`src/rtl/expr_generator.sv`:
```
// expr_generator: producer side of the game's expression/update interface.
// Every cur_period+3 enabled cycles it emits a random, legal expression {opA, op, opB}
// plus a target lane, with a one-cycle update strobe. The emission interval shrinks
// by STEP every 8 emissions, saturating at MIN_PERIOD.
//
// Ports:
//   delay_clk     in   game clock
//   rst           in   asynchronous, active-low reset
//   i_enable      in   1 = game running; 0 = freeze counter/FSM (LFSR keeps stepping)
//   o_exp         out  [11:8] opA 1..9, [7:4] op (A=+ B=- C=* D=/), [3:0] opB 1..9
//   o_line        out  target lane 0..2
//   o_update      out  one-cycle strobe; o_exp/o_line are new in the same cycle
//   o_cur_period  out  current COUNT length in cycles
module expr_generator #(
    parameter int unsigned PERIOD     = 64,
    parameter int unsigned MIN_PERIOD = 16,
    parameter int unsigned STEP       = 4,
    parameter logic [15:0] SEED       = 16'hACE1
) (
    input  logic        delay_clk,
    input  logic        rst,
    input  logic        i_enable,
    output logic [11:0] o_exp,
    output logic [1:0]  o_line,
    output logic        o_update,
    output logic [7:0]  o_cur_period
);

    localparam logic [1:0] S_COUNT = 2'd0;
    localparam logic [1:0] S_GEN   = 2'd1;
    localparam logic [1:0] S_FIX   = 2'd2;
    localparam logic [1:0] S_EMIT  = 2'd3;

    // An all-zero Galois LFSR would lock up, so a zero seed falls back to the default.
    localparam logic [15:0] SEED_FIX      = (SEED == 16'h0000) ? 16'hACE1 : SEED;
    localparam logic [7:0]  PERIOD_8      = 8'(PERIOD);
    localparam logic [7:0]  MIN_8         = 8'(MIN_PERIOD);
    localparam logic [7:0]  STEP_8        = 8'(STEP);
    localparam logic [8:0]  MIN_PLUS_STEP = 9'(MIN_PERIOD + STEP);

    logic [1:0]  r_state;
    logic [7:0]  r_count;
    logic [2:0]  r_emit_cnt;
    logic [15:0] r_lfsr;
    logic [3:0]  r_a;
    logic [3:0]  r_b;
    logic [3:0]  r_op;
    logic [1:0]  r_ln;
    logic [11:0] r_exp;
    logic [1:0]  r_line;
    logic        r_update;
    logic [7:0]  r_cur_period;

    logic [15:0] w_lfsr_next;
    logic [3:0]  w_a_map;
    logic [3:0]  w_b_map;
    logic        w_swap;
    logic [3:0]  w_a_fix;
    logic [3:0]  w_b_fix;
    logic [1:0]  w_ln_fix;
    logic [7:0]  w_period_dec;

    // Raw nibble to digit 1..9: 0 -> 9, 10..15 -> 1..6.
    function automatic logic [3:0] map_digit(input logic [3:0] n);
        if (n == 4'd0) begin
            return 4'd9;
        end else if (n >= 4'd10) begin
            return n - 4'd9;
        end
        return n;
    endfunction

    always_comb begin
        w_lfsr_next = {1'b0, r_lfsr[15:1]} ^ (r_lfsr[0] ? 16'hB400 : 16'h0000);
        if (r_lfsr == 16'h0000) begin
            w_lfsr_next = 16'hACE1;
        end

        w_a_map = map_digit(r_a);
        w_b_map = map_digit(r_b);
        // Subtraction and division keep the larger operand first: no negatives, quotient >= 1.
        w_swap  = ((r_op == 4'hB) || (r_op == 4'hD)) && (w_a_map < w_b_map);
        w_a_fix = w_swap ? w_b_map : w_a_map;
        w_b_fix = w_swap ? w_a_map : w_b_map;

        // Lane 3 does not exist; rotate to the lane after the current one instead.
        w_ln_fix = r_ln;
        if (r_ln == 2'd3) begin
            w_ln_fix = (r_line == 2'd2) ? 2'd0 : r_line + 2'd1;
        end

        // Saturate rather than wrap when the step would overshoot the floor.
        if ({1'b0, r_cur_period} < MIN_PLUS_STEP) begin
            w_period_dec = MIN_8;
        end else begin
            w_period_dec = r_cur_period - STEP_8;
        end
    end

    always_ff @(posedge delay_clk or negedge rst) begin
        if (!rst) begin
            r_state      <= S_COUNT;
            r_count      <= 8'd0;
            r_emit_cnt   <= 3'd0;
            r_lfsr       <= SEED_FIX;
            r_a          <= 4'd0;
            r_b          <= 4'd0;
            r_op         <= 4'd0;
            r_ln         <= 2'd0;
            r_exp        <= 12'h000;
            r_line       <= 2'd0;
            r_update     <= 1'b0;
            r_cur_period <= PERIOD_8;
        end else begin
            r_lfsr   <= w_lfsr_next;
            r_update <= 1'b0;
            if (i_enable) begin
                case (r_state)
                    S_COUNT: begin
                        if (r_count == r_cur_period - 8'd1) begin
                            r_count <= 8'd0;
                            r_state <= S_GEN;
                        end else begin
                            r_count <= r_count + 8'd1;
                        end
                    end
                    S_GEN: begin
                        r_a     <= r_lfsr[15:12];
                        r_b     <= r_lfsr[11:8];
                        r_op    <= 4'hA + {2'b00, r_lfsr[1:0]};
                        r_ln    <= r_lfsr[5:4];
                        r_state <= S_FIX;
                    end
                    S_FIX: begin
                        r_a     <= w_a_fix;
                        r_b     <= w_b_fix;
                        r_ln    <= w_ln_fix;
                        r_state <= S_EMIT;
                    end
                    default: begin
                        r_exp      <= {r_a, r_op, r_b};
                        r_line     <= r_ln;
                        r_update   <= 1'b1;
                        r_emit_cnt <= r_emit_cnt + 3'd1;
                        if (r_emit_cnt == 3'd7) begin
                            r_cur_period <= w_period_dec;
                        end
                        r_state <= S_COUNT;
                    end
                endcase
            end
        end
    end

    assign o_exp        = r_exp;
    assign o_line       = r_line;
    assign o_update     = r_update;
    assign o_cur_period = r_cur_period;

endmodule

```
`config.mk`:
```
export PLATFORM = sky130hd
export DESIGN_NAME = expr_generator
export DESIGN_NICKNAME = d
export VERILOG_FILES = /design/src/rtl/expr_generator.sv
export SDC_FILE = /design/constraint.sdc
export NUM_CORES = 1
export LEC_CHECK = 0
export BUFFER_PORTS_ARGS = -buffer_cell sky130_fd_sc_hd__buf_4
export CAP_MARGIN = 20
export CORE_MARGIN = 2
export CORE_UTILIZATION = 40
export CTS_CLUSTER_DIAMETER = 40
export DETAILED_ROUTE_END_ITERATION = 8
export PLACE_DENSITY = 0.66
export SYNTH_ARGS = -nofsm -noshare
export SYNTH_HDL_FRONTEND = slang
export SYNTH_SLANG_ARGS = --single-unit
```
`constraint.sdc`:
```
create_clock -name delay_clk -period 3.94 [get_ports delay_clk]
set_clock_uncertainty 0.2 [all_clocks]
set_input_delay 0.394 -clock delay_clk [delete_from_list [all_inputs] [get_ports delay_clk]]
set_output_delay 0.394 -clock delay_clk [all_outputs]
set_load 0.02 [all_outputs]
```
==> flow_summary.yaml <==
worst_setup_path:
  cp_slowest_stage_delay_ns: 0.50
  crit_fanout: 8
  end_kind: "flip-flop"
  arrival_ns: 3.36
  cpMaxStageDelayCell: "a2111oi_0"
  crit_chain: "inv_1, ha_1, nor2_1, nor3_1, a21o_1, inv_1, ha_1, a21o_1, a2111oi_0, o21ai_2, mux2_2, a22oi_1"
  start_kind: "flip-flop"
  crit_required_ns: 4.00
  path_buf_inv: 2
  critPathKind: "reg -> reg"
  critPathTopFamily: "compound AO/OA/AOI/OAI gates"
synth:
  synth_top_area_share: 0.422
  synth.largest_area_cell: "dfrtp_1"
  synth_most_common_cell: "dfrtp_1"
  ys_ff_latch: 64
  synth_area_leaders: "dfrtp_1 42%, dfstp_2 7.2%, mux2_2 6.9%, ha_1 6.1%, o21ai_0 3.8%"
  synth_common_cells: "55 x dfrtp_1, 28 x nand2_1, 25 x o21ai_0, 20 x mux2_2"
  synth_edf_count: 0
  ys.flop_type: "dfrtp_1"
  ys_async_sr_fraction: 1.00
  seq_area_frac_synth: 0.494
  syn_inst: 310
  synth_cell_types: 47
  synthesis.area_um2: 3260
  synth_area_per_cell_um2: 10.5
  yosys_warnings: 0
power_and_ir_drop:
  p_switching_mw: 1.02
  p_clk_frac: 0.256
  power_density_nw_per_um2: 743
  pwr-share-seq: 0.360
  power.internal_mw: 1.77
  power.total_mw: 2.79
  swShare: 0.366
  p_leak_nw: 1.72
  peakVddDrop_mv: 0.282
  comb_power_share: 0.383
timing:
  setup_viol: 0
  timing.slew.headroom: 0.445
  tns_ns: 0
  setup_ws_ns: 0.639
  period_share: 0.838
  max_freq_mhz: 303
  grt_setup_unrepaired: "false"
  tightest_slew_ns: 0.830
  period_minus_slack_ns: 3.30
  whs_ns: 0.165
  hold_viol: 0
  final_max_slew_viol_count: 0
grt:
  grt_usage: 0.156
  gr-total-overflow: 0
  grt_pass1_wl_mm: 10.8
  antenna_found_initial: 0
  grt_max_degree: 65
  grt_pass1_vias: 2217
clock_tree:
  clock_latency_ns: 0.34
  cts_setup_buffers: 0
  cts_tree: "yes"
  clock-sinks: 64
  cts_resized: 0
  numCtsBuffers: 9
  cts_root_buf: "clkbuf_8"
  cts_max_path_buffers: 2
  htree_levels: 3
  path_clk_slew_ns: 0.07
final_layout:
  fillCellCount: 706
  final_util: 0.481
  insertedDiodeCount: 0
  final_nets: 347
  layout-drive-gt1-share: 0.225
  syn_to_final_growth_pct: 15.1
  fin_cells: 435
  fin_area_um2: 3760
placed_design:
  io_buffers: 23
  placedCellCount: 418
  place_hpwl_mm: 4.38
  place_ws_ns: 0.685
  dpl_cell_area_um2: 3490
  place.gp.congestion: 0.795
routing:
  drt-initial-drc-count: 119
  wl_per_cell_um: 14.4
  drc_errors: 0
  drt-total-wl_mm: 6.27
  ant_nets: 0
  drtPass1Iterations: 4
  num_vias: 2234
  viasPerCell: 5.14
floorplan:
  die_h_um: 94.3
  num_rows: 32
  die_w_um: 94.3
  core_region_area_um2: 7810
  start_util: 0.418
  dieArea_um2: 8900
  io_pins: 26
flow_run:
  cap_violations: 0
run_status:
  status: "complete, no violations"
worst_hold_path:
  hold_class: "in -> reg"
-- worst register-to-register path: stages, from the launching register on --
cell and delay (ns):
dfrtp_1 0.43, inv_1 0.14, ha_1 0.24, nor2_1 0.08, nor3_1 0.18, a21o_1 0.15
inv_1 0.06, ha_1 0.29, a21o_1 0.18, a2111oi_0 0.50, o21ai_2 0.28, mux2_2 0.34
a22oi_1 0.15
-- area by class of cell --
| cell class | count | area, um2 | area share |
|---|---|---|---|
| clock inverters | 5 | 103 | 0.0273 |
| flip-flops and latches | 64 | 1610 | 0.429 |
| clock buffers | 11 | 151 | 0.0403 |
| multi-input cells | 213 | 1520 | 0.404 |
| repair buffers | 24 | 183 | 0.0486 |
| inverters | 16 | 60.1 | 0.0160 |
| well taps | 102 | 128 | 0.0340 |
-- power groups by stage --
| stage | clock [mW] | sequential (mW) | combinational [mW] |
|---|---|---|---|
| after detailed placement | 0 | 1.02 | 1.07 |
| after global routing | 0.764 | 1.04 | 1.20 |
| final | 0.715 | 1.01 | 1.07 |
| after global placement | 0 | 1.01 | 1.05 |
| after floorplan | 0 | 1.06 | 0.714 |
| after CTS | 0.731 | 1.01 | 1.08 |
-- flip-flops by register name, indices dropped and copies added, names as in the netlist --
register and count:
r_b 4, o_update 1, r_emit_cnt 3, o_line 2, r_count 8, o_cur_period 6, r_state 2, r_lfsr 16
r_a 4, o_exp 12, r_op 4, r_ln 2
-- worst paths after layout --
| path | from | to | slack (ns) | cells after the start |
|---|---|---|---|---|
| hold / removal | i_enable | r_op[1] | 0.16 | 2 |
| hold reg to reg | r_lfsr[2] | r_lfsr[1] | 0.18 | 0 |
| max in group asynchronous | rst | o_cur_period[4] | 2.51 | 2 |
| setup reg to reg | r_b[0] | r_b[3] | 0.64 | 12 |
| min in group asynchronous | rst | r_count[4] | 0.46 | 2 |
| setup / recovery | r_b[0] | r_b[3] | 0.64 | 12 |
-- cells by family (layout without fill, tap and decap cells) --
logic type,after synthesis,in the layout,synth area share
compound gates,69,69,0.132
xor+xnor,17,17,0.0456
fa+ha+maj,16,16,0.0613
buf+inv,34,56,0.0418
flops,64,64,0.494
mux,26,26,0.0874
other cells,1,2,0.00115
simple gates,83,83,0.136
-- metal layers --
metal | GRT usage | part of all wire
met2 | 0.242 | 0.45
met1 | 0.215 | 0.51
met3 | 0.0319 | 0.033
met4 | 0.0616 | 0.017
met5 | 0 | 0
-- what timing repair did --
item                                    4_1_cts  5_1_grt
hold endpoints to repair                     55        0
endpoints found under the setup margin        0        0
hold buffers                                  1        0
-- cell usage in the layout, fill, tap and decap left out, drive strengths merged, types with 2 or more instances in the layout --
cell type / synthesis / routed
o41ai: 2 / 2
a21boi: 2 / 2
nor2: 13 / 13
dfstp: 9 / 9
a22o: 6 / 6
a21oi: 12 / 12
o22ai: 7 / 7
nor3: 4 / 4
xor2: 7 / 7
bufinv: 0 / 3
nand2b: 8 / 8
clkbuf: 14 / 11
nor3b: 3 / 3
dfrtp: 55 / 55
nand2: 28 / 28
and3: 5 / 5
a22oi: 2 / 2
mux2i: 6 / 6
nor2b: 8 / 8
o21bai: 2 / 2
and2: 2 / 2
nor4: 5 / 5
nand4: 2 / 2
inv: 16 / 16
a21o: 3 / 3
xnor2: 10 / 10
buf: 4 / 23
o21ai: 27 / 27
nand3: 3 / 3
ha: 16 / 16
conb: 1 / 2
mux2: 20 / 20
(Power assumes the default switching activity.)
